File: config.mk
export PLATFORM = sky130hd
export DESIGN_NAME = apple_spawner
export DESIGN_NICKNAME = d
export VERILOG_FILES = /design/src/rtl/apple_spawner.sv
export SDC_FILE = /design/constraint.sdc
export NUM_CORES = 1
export LEC_CHECK = 0
export CAP_MARGIN = 20
export CORE_AREA = 2 2 176 178
export CTS_CLUSTER_SIZE = 24
export DETAILED_ROUTE_END_ITERATION = 10
export DIE_AREA = 0 0 178 180
export GPL_ROUTABILITY_DRIVEN = 0
export HOLD_SLACK_MARGIN = 0.12
export PLACE_DENSITY = 0.63
export SYNTH_ARGS = -nofsm -noshare
export SYNTH_HDL_FRONTEND = slang
export SYNTH_SLANG_ARGS = --single-unit
File: constraint.sdc
create_clock -name clk -period 3.69 [get_ports clk]
set_input_delay 0.5535 -clock clk [delete_from_list [all_inputs] [get_ports clk]]
set_output_delay 0.5535 -clock clk [all_outputs]
set_load 0.02 [all_outputs]
File: src/rtl/apple_spawner.sv
// Apple manager for the snake playfield.
// Holds NUM_APPLES apple cells, answers renderer "apple here" queries and
// respawns eaten apples at pseudo-random free cells (LFSR + body scan).
// Ports:
//   clk, reset        clock, asynchronous active-low reset
//   eat_async         collision level from snake logic (asynchronous)
//   head              head cell {x,y}, sampled on the detected eat edge
//   body, body_len    flat body segment cells and number of valid segments
//   qx, qy            renderer query cell
//   apple             registered query result
//   apple_cells       current apple cells, slot i at [i*2*COORD_W +: 2*COORD_W]
//   apple_valid       per-slot valid
//   eaten             one-cycle pulse when a valid apple is consumed
//   busy              respawn FSM active
//   spawn_fail        sticky, set when a respawn exhausts MAX_TRIES
module apple_spawner #(
  parameter int unsigned COORD_W     = 4,
  parameter int unsigned GRID_W      = 16,
  parameter int unsigned GRID_H      = 16,
  parameter int unsigned MAX_LEN     = 50,
  parameter int unsigned NUM_APPLES  = 2,
  parameter int unsigned SYNC_STAGES = 2,
  parameter int unsigned MAX_TRIES   = 64,
  parameter logic [15:0] LFSR_SEED   = 16'hACE1,
  parameter logic [2*COORD_W-1:0] INIT_CELL = 8'hC5
) (
  input  logic                              clk,
  input  logic                              reset,
  input  logic                              eat_async,
  input  logic [2*COORD_W-1:0]              head,
  input  logic [MAX_LEN*2*COORD_W-1:0]      body,
  input  logic [$clog2(MAX_LEN+1)-1:0]      body_len,
  input  logic [COORD_W-1:0]                qx,
  input  logic [COORD_W-1:0]                qy,
  output logic                              apple,
  output logic [NUM_APPLES*2*COORD_W-1:0]   apple_cells,
  output logic [NUM_APPLES-1:0]             apple_valid,
  output logic                              eaten,
  output logic                              busy,
  output logic                              spawn_fail
);

  localparam int unsigned CELL_W = 2 * COORD_W;
  localparam int unsigned LEN_W  = $clog2(MAX_LEN + 1);
  localparam int unsigned TRY_W  = $clog2(MAX_TRIES + 1);
  localparam int unsigned SLOT_W = (NUM_APPLES > 1) ? $clog2(NUM_APPLES) : 1;
  localparam logic [NUM_APPLES*CELL_W-1:0] CELLS_RST = (NUM_APPLES*CELL_W)'(INIT_CELL);
  localparam logic [15:0] LFSR_TAPS = 16'hB400;

  typedef enum logic [1:0] {IDLE, PICK, SCAN, CHECK} state_t;

  state_t                  state_q, state_d;
  logic [SLOT_W-1:0]       slot_q, slot_d;
  logic [CELL_W-1:0]       cand_q, cand_d;
  logic [LEN_W-1:0]        idx_q, idx_d;
  logic [TRY_W-1:0]        tries_q, tries_d;
  logic [15:0]             lfsr_q;
  logic [SYNC_STAGES-1:0]  sync_q;
  logic                    last_q;
  logic [NUM_APPLES-1:0]   pending_q;

  logic                    edge_c, hit_any_c, eat_hit_c;
  logic [SLOT_W-1:0]       hit_slot_c, need_slot_c;
  logic                    need_any_c, seg_hit_c, clash_c, query_c, in_range_c;
  logic                    commit_c, fail_set_c;

  // Rising edge on the synchronised collision level
  assign edge_c    = sync_q[SYNC_STAGES-1] & ~last_q;
  assign eat_hit_c = edge_c & hit_any_c;

  assign in_range_c = (32'(lfsr_q[CELL_W-1:COORD_W]) < GRID_W) &&
                      (32'(lfsr_q[COORD_W-1:0]) < GRID_H);

  // Slot lookups; descending loops so the lowest index wins
  always_comb begin
    hit_any_c   = 1'b0;
    hit_slot_c  = '0;
    need_any_c  = 1'b0;
    need_slot_c = '0;
    clash_c     = 1'b0;
    query_c     = 1'b0;
    for (int i = int'(NUM_APPLES) - 1; i >= 0; i--) begin
      if (apple_valid[i] && apple_cells[i*CELL_W +: CELL_W] == head) begin
        hit_any_c  = 1'b1;
        hit_slot_c = SLOT_W'(i);
      end
      if (!apple_valid[i] || pending_q[i]) begin
        need_any_c  = 1'b1;
        need_slot_c = SLOT_W'(i);
      end
      if (SLOT_W'(i) != slot_q && apple_valid[i] &&
          apple_cells[i*CELL_W +: CELL_W] == cand_q)
        clash_c = 1'b1;
      if (apple_valid[i] && apple_cells[i*CELL_W +: CELL_W] == {qx, qy})
        query_c = 1'b1;
    end
  end

  // Body segment at idx matches the candidate (live sample of body)
  always_comb begin
    seg_hit_c = 1'b0;
    for (int i = 0; i < int'(MAX_LEN); i++)
      if (LEN_W'(i) == idx_q && body[i*CELL_W +: CELL_W] == cand_q)
        seg_hit_c = 1'b1;
  end

  // Respawn FSM next-state and control
  always_comb begin
    state_d    = state_q;
    slot_d     = slot_q;
    cand_d     = cand_q;
    idx_d      = idx_q;
    tries_d    = tries_q;
    commit_c   = 1'b0;
    fail_set_c = 1'b0;
    case (state_q)
      IDLE: begin
        if (need_any_c && !spawn_fail) begin
          slot_d  = need_slot_c;
          state_d = PICK;
        end
      end
      PICK: begin
        if (tries_q == TRY_W'(MAX_TRIES)) begin
          fail_set_c = 1'b1;
          tries_d    = '0;
          state_d    = IDLE;
        end else begin
          cand_d  = lfsr_q[CELL_W-1:0];
          tries_d = tries_q + TRY_W'(1);
          if (in_range_c) begin
            idx_d   = '0;
            state_d = SCAN;
          end
        end
      end
      SCAN: begin
        if (idx_q == body_len)  state_d = CHECK;
        else if (seg_hit_c)     state_d = PICK;
        else                    idx_d   = idx_q + LEN_W'(1);
      end
      CHECK: begin
        if (clash_c) begin
          state_d = PICK;
        end else begin
          commit_c = 1'b1;
          tries_d  = '0;
          state_d  = IDLE;
        end
      end
      default: state_d = IDLE;
    endcase
  end

  // FSM state and spawn datapath registers
  always_ff @(posedge clk or negedge reset) begin
    if (!reset) begin
      state_q <= IDLE;
      slot_q  <= '0;
      cand_q  <= '0;
      idx_q   <= '0;
      tries_q <= '0;
      busy    <= 1'b0;
    end else begin
      state_q <= state_d;
      slot_q  <= slot_d;
      cand_q  <= cand_d;
      idx_q   <= idx_d;
      tries_q <= tries_d;
      busy    <= (state_d != IDLE);
    end
  end

  // LFSR, synchroniser, apple slots and outputs
  always_ff @(posedge clk or negedge reset) begin
    if (!reset) begin
      lfsr_q      <= LFSR_SEED;
      sync_q      <= '0;
      last_q      <= 1'b0;
      apple_cells <= CELLS_RST;
      apple_valid <= NUM_APPLES'(1);
      pending_q   <= '0;
      eaten       <= 1'b0;
      spawn_fail  <= 1'b0;
      apple       <= 1'b0;
    end else begin
      lfsr_q <= {1'b0, lfsr_q[15:1]} ^ (lfsr_q[0] ? LFSR_TAPS : 16'h0000);
      sync_q <= {sync_q[SYNC_STAGES-2:0], eat_async};
      last_q <= sync_q[SYNC_STAGES-1];
      eaten  <= eat_hit_c;
      apple  <= query_c;
      if (fail_set_c) spawn_fail <= 1'b1;
      // The spawning slot is invalid, so it can never be the eaten slot
      if (commit_c) begin
        apple_cells[slot_q*CELL_W +: CELL_W] <= cand_q;
        apple_valid[slot_q] <= 1'b1;
        pending_q[slot_q]   <= 1'b0;
      end
      if (eat_hit_c) begin
        apple_valid[hit_slot_c] <= 1'b0;
        pending_q[hit_slot_c]   <= 1'b1;
      end
    end
  end

endmodule

### Word level (Yosys, flattened, before mapping)

Cells that the tools add are included.

* bits in registers: 67
* output and inout port bits: 22
* word-level logic and storage cells: 312

* equality and inequality tests: 114
* magnitude comparators: 4
* reductions and logical operators: 75
* shift-type cells: 2
* add/subtract/negate cells: 3
* bitwise operators: 12
* muxes and demuxes: 87

Operators with widths (count)
* 8-bit == test: 56
* 6-bit == test, first input constant: 18
* 5-bit by 6-bit == test with 1-bit output, first input constant: 16
* 1-bit two-way mux: 67
* 1-bit logical AND: 61
* 4-bit by 6-bit == test with 1-bit output, first input constant: 8
* 4-bit negation with 34-bit output: 1
* 8-bit by 34-bit variable shift with 16-bit output, first input constant: 1
* 8-bit by 34-bit variable part select with 16-bit output: 1
* 3-bit by 6-bit == test with 1-bit output, first input constant: 4
* 6-bit two-way mux: 3
* 16-bit bitwise mux: 1
* 16-bit two-way mux: 1
* 2-bit two-way mux: 8
* 15-bit by 16-bit XOR with 16-bit output: 1
* 7-bit two-way mux: 2
* 7-bit case mux with 2 select lines: 1
* 2-bit by 6-bit == test with 1-bit output, first input constant: 2
* 6-bit case mux with 2 select lines: 1
* 2-bit inequality test, second input constant: 4
* 2-bit case mux with 4 select lines: 1
* 7-bit by 1-bit adder with 7-bit output, second input constant: 1
* 7-bit == test, second input constant: 1
* 6-bit by 1-bit adder with 6-bit output, second input constant: 1
* 19 further kinds: 36

### Longest topological paths before layout

Gate-level depths: netlist (run 1).

* word-level depth: 56
* depth in mapped cells: 12
* mapped depth without buffers: 10

### Least setup slack after synthesis (run 1)

Ideal clock, no wire load.

* path type: register -> register
* start point: reg idx_q[0]
* end point: reg idx_q[1]
* clock period less this slack: 2.671 ns
* setup time: 0.128 ns
* slack: 1.019 ns
* stages on the path, launching flop included: 12
* data arrival time: 2.543 ns
* data required time: 3.562 ns
* cell sequence: dfrtp_1 > inv_1 > ha_1 > and3_1 > nand4_1 > nor4_1 > nor4b_2 > nand4_1 > or4_1 > buf_2 > nor2_2 > mux2_1

* cells in the longest elaborated chain, start to end: 54
* elaborated cells on any way between the ends: 158
* those cells by class: add/sub: 1; eq/ne: 52; mux: 53; reduce/logical: 52

RTL lines
* from (decl): line 55 `logic [LEN_W-1:0] idx_q, idx_d;`
* from (signal assigned): line 168 `idx_q <= idx_d;`
* 6-bit zero test: line 103 `if (LEN_W'(i) == idx_q && body[i*CELL_W +: CELL_W] == cand_q)`
* 1-bit logical AND: line 103
* 1-bit two-way mux (50 in a row): line 103
* 2-bit inequality test (no source line)
* 4-bit AND reduction (no source line)

Parallel ways exist; a longest one is shown, timed or not. The select of a mux whose other input is x is not followed.
A chain may end at the register's enable or synchronous reset.

### Worst setup path after layout (run 1)

* start point: reg cand_q[1]
* end point: reg idx_q[1]

* cells in the longest elaborated chain, start to end: 54
* elaborated cells on any way between the ends: 152
* those cells by class: eq/ne: 51; mux: 50; reduce/logical: 51

RTL lines
* from (decl): line 54 `logic [CELL_W-1:0] cand_q, cand_d;`
* from (signal assigned): line 167 `cand_q <= cand_d;`
* 8-bit == test: line 103
* 1-bit logical AND: line 103
* 1-bit two-way mux (49 in a row): line 103
* 1-bit two-way mux *: line 103
* 2-bit inequality test (no source line) *
* 4-bit AND reduction (no source line) *

Every way passes the cells marked *; elsewhere a longest branch is shown, timed or not.

==> results by group, run 1 <==
Status
  – Outcome: completed

Timing
  – Slew headroom: 0.463
  – Post-route setup TNS: 0 ps
  – Period Utilization, post-route: 0.948
  – Setup Skew: 12.3 ps
  – Worst-Margin Slew: 804 ps
  – Max Slew Vio Count: 0
  – Clock period minus worst slack: 3500 ps
  – RSZ-0062 raised after global routing: no
  – Final Hold Fails: 0
  – Setup slack after layout: 192 ps
  – Hold_ws: 217 ps
  – Final Setup Violations: 0
  – Fmax: 0.286 GHz

Clock tree
  – Sink Count: 67
  – Num CTS Buffers: 9
  – Clock transition at path regs: 60 ps
  – CTS Root Cell: clkbuf_16
  – Cts hold-fix bufs: 0
  – Clock tree from TritonCTS: done
  – Longest Clk Path Bufs: 2
  – H-Tree Depth: 3
  – Clock network latency to the later pin of the worst-skew pair: 330 ps

Yosys
  – Ys flop type: dfrtp_1
  – Syn Inst Count: 918
  – Seq/Total Area, Yosys: 0.199
  – Synth Register Bits: 67
  – Post-Syn Nets: 1349
  – Asr flop ratio synth: 1.00
  – Synth warn: 0
  – Netlist cell types: 51
  – Syn avg cell area: 9.28 um^2
  – Post-synth EDFFs: 0
  – Syn Std Cell Area: 8520 um^2

Job
  – Max-cap viol count: 0

Floorplan
  – Initial core utilization: 0.282
  – Core ar.: 30200 um^2
  – Num rows: 64
  – # IOs: 447
  – Die width: 178 um
  – Die height: 180 um
  – DIE AREA: 32000 um^2

Global route
  – Antenna violations before repair: 5
  – Gr usage total: 0.246
  – GR Overflow Total: 0
  – First-pass GRT wire length: 58.1 mm
  – Largest net degree at the start of global routing: 44
  – Vias in the first global route: 8932

Routing
  – Routed Antenna Nets: 0
  – DR pass1 iterations: 4
  – Post-Route WL: 41.2 mm
  – # DRC: 0
  – Routed wire per std cell: 23.2 um
  – Total number of vias: 8609
  – Via density: 4.85
  – Starting DRT DRC Count: 474

Worst setup path
  – Critical Path AT: 3710 ps
  – Slowest stage cell, crit path: or4_1
  – CP max FO: 19
  – Crit path launch type: flip-flop
  – Req. time, crit path: 3910 ps
  – Max incr delay on CP: 710 ps
  – Critical path class: flip-flop to flip-flop
  – Critical path, cell by cell: buf_12, buf_4, xor2_1, or4_1, nor4_1, nor4_1, nand4_1, or4_1, nor2_2, mux2_1
  – Crit path capture type: flip-flop

Cells and area
  – Commonest non-fill, non-tap cell in the layout: clkdlybuf4s50_1
  – Synthesis-to-layout area growth: 62.2%
  – Layout cell share with drive strength beyond 1: 0.0939
  – Fillers: 2914
  – Most frequent cells in the layout: clkdlybuf4s50_1, xnor2_1, xor2_1
  – Fin nets: 1800

Pwr
  – Static Leak: 5.01 nW
  – Psw: 1.05 mW
  – P per Cell Area: 233 nW/um^2
  – VDD IR max: 0.000248 V
  – Switching Share: 0.328
  – Comb pwr share: 0.435
  – Internal cell power: 2.16 mW
  – Sequential power share: 0.289
  – Clk network pwr share: 0.276

Hold path
  – HP Class: input pin to async pin

Placement
  – PortBufs: 446
  – Pre-CTS setup slack: -57.5 ps
  – Post-DP HPWL: 33.1 mm
worst paths after layout:
path                           start         endpoint  slack [ps]  cells past startpoint
min in group clk           sync_q[0]        sync_q[1]         350                      0
max                        cand_q[1]         idx_q[1]         190                     10
max in group asynchronous      reset        cand_q[5]        2460                      2
max reg2reg                cand_q[1]         idx_q[1]         190                     10
min                            reset  apple_cells[11]         220                      1
min reg2reg                sync_q[0]        sync_q[1]         350                      0
flip-flops by register name, summed over array words and instances (netlist names):
name	flops
apple	1
idx_q	6
pending_q	2
last_q	1
lfsr_q	16
tries_q	7
spawn_fail	1
apple_valid	2
cand_q	8
apple_cells	16
slot_q	1
sync_q	2
state_q	2
busy	1
eaten	1
final cells by class:
| type | instances | area (um^2) | share of cell area |
|---|---|---|---|
| Clock inverter | 6 | 70.1 | 0.00507 |
| Timing Repair Buffer | 502 | 5030 | 0.364 |
| Antenna cell | 5 | 12.5 | 0.000906 |
| Multi-Input combinational cell | 775 | 6190 | 0.448 |
| Clock buffer | 10 | 239 | 0.0173 |
| Sequential cell | 67 | 1720 | 0.125 |
| Tap cell | 396 | 495 | 0.0359 |
| Inverter | 14 | 52.6 | 0.00380 |
power by group through the flow:
stage | sequential, mW | combinational, mW | clock, mW
floorplan | 0.912 | 0.611 | 0
global placement | 0.932 | 1.37 | 0
detailed placement | 0.935 | 1.39 | 0
CTS | 0.924 | 1.40 | 0.899
global route | 0.940 | 1.52 | 0.935
finish | 0.927 | 1.40 | 0.887
critical path, delay by kind of cell, from the launching register on:
kind	cells	cell delay, ps
and+or+nand+nor	6	1850
muxes	1	340
xor gates and xnor gates	1	130
buffers and inverters	2	430
DFF	1	620
synth_stat cells, types with 3 or more instances:
library cell	instances	share of area
nor2_2	3	0.0022
mux2i_1	4	0.0047
nand2b_1	7	0.0051
mux2_2	24	0.032
xor2_1	132	0.14
buf_4	12	0.011
buf_6	30	0.040
nand4_1	95	0.070
a21oi_1	4	0.0024
and3_1	4	0.0029
nand2_1	17	0.0075
nor3_1	9	0.0053
o21ai_0	15	0.0088
xnor2_1	323	0.33
nor4_1	66	0.048
buf_12	4	0.0094
clkbuf_1	3	0.0013
inv_1	14	0.0062
dfstp_2	13	0.040
buf_2	11	0.0065
ha_1	6	0.0088
nand3_1	11	0.0065
and3b_1	6	0.0062
dfrtp_1	54	0.16
or4_1	12	0.011
nor2_1	4	0.0018
nor3b_1	4	0.0035
metal layers:
metal	part of all wire	track usage	wire, um	up-vias
met4	0.033	0.0911	1370	0
met5	0	0	0	-
met2	0.50	0.428	20600	312
met1	0.40	0.300	16700	4133
li1	-	-	-	4096
met3	0.062	0.0412	2570	68
cells by family after synthesis:
family	count (synthesis)	share of synthesized area
buffers and inverters	76	0.0771
AND/OR/NAND/NOR	249	0.182
XOR/XNOR	455	0.468
adder cells (fa/ha/maj)	6	0.00881
multiplexers	29	0.0378
AO/OA/AOI/OAI	36	0.0276
flip-flops	67	0.199
what timing repair did:
item	4_1_cts	5_1_grt
buffers inserted	0	3
gates resized for setup	1	3
setup endpoints to repair	1	4
per-stage QoR:
step | utilization | cells | total power [mW] | area, um^2
after floorplan | - | 918 | 1.52 | 8520
after global placement | 0.444 | 1751 | 2.31 | 13400
after detailed placement | 0.444 | 1751 | 2.33 | 13400
after CTS | 0.455 | 1767 | 3.22 | 13700
after global routing | 0.458 | 1775 | 3.39 | 13800
final | 0.458 | 1775 | 3.21 | 13800
No activity file was read; power rests on OpenSTA's default activity.
==> inputs of run 2 (changes only) <==
- HOLD_SLACK_MARGIN: 0.12 -> not set
==> results of run 2 <==
Final layout, timing and power as in run 1 (identical DEF).
==> inputs of run 3 (changes only) <==
- ABC_CLOCK_PERIOD_IN_PS: not set -> 3690
==> results of run 3 <==
Final layout, timing and power as in run 1 (identical DEF).
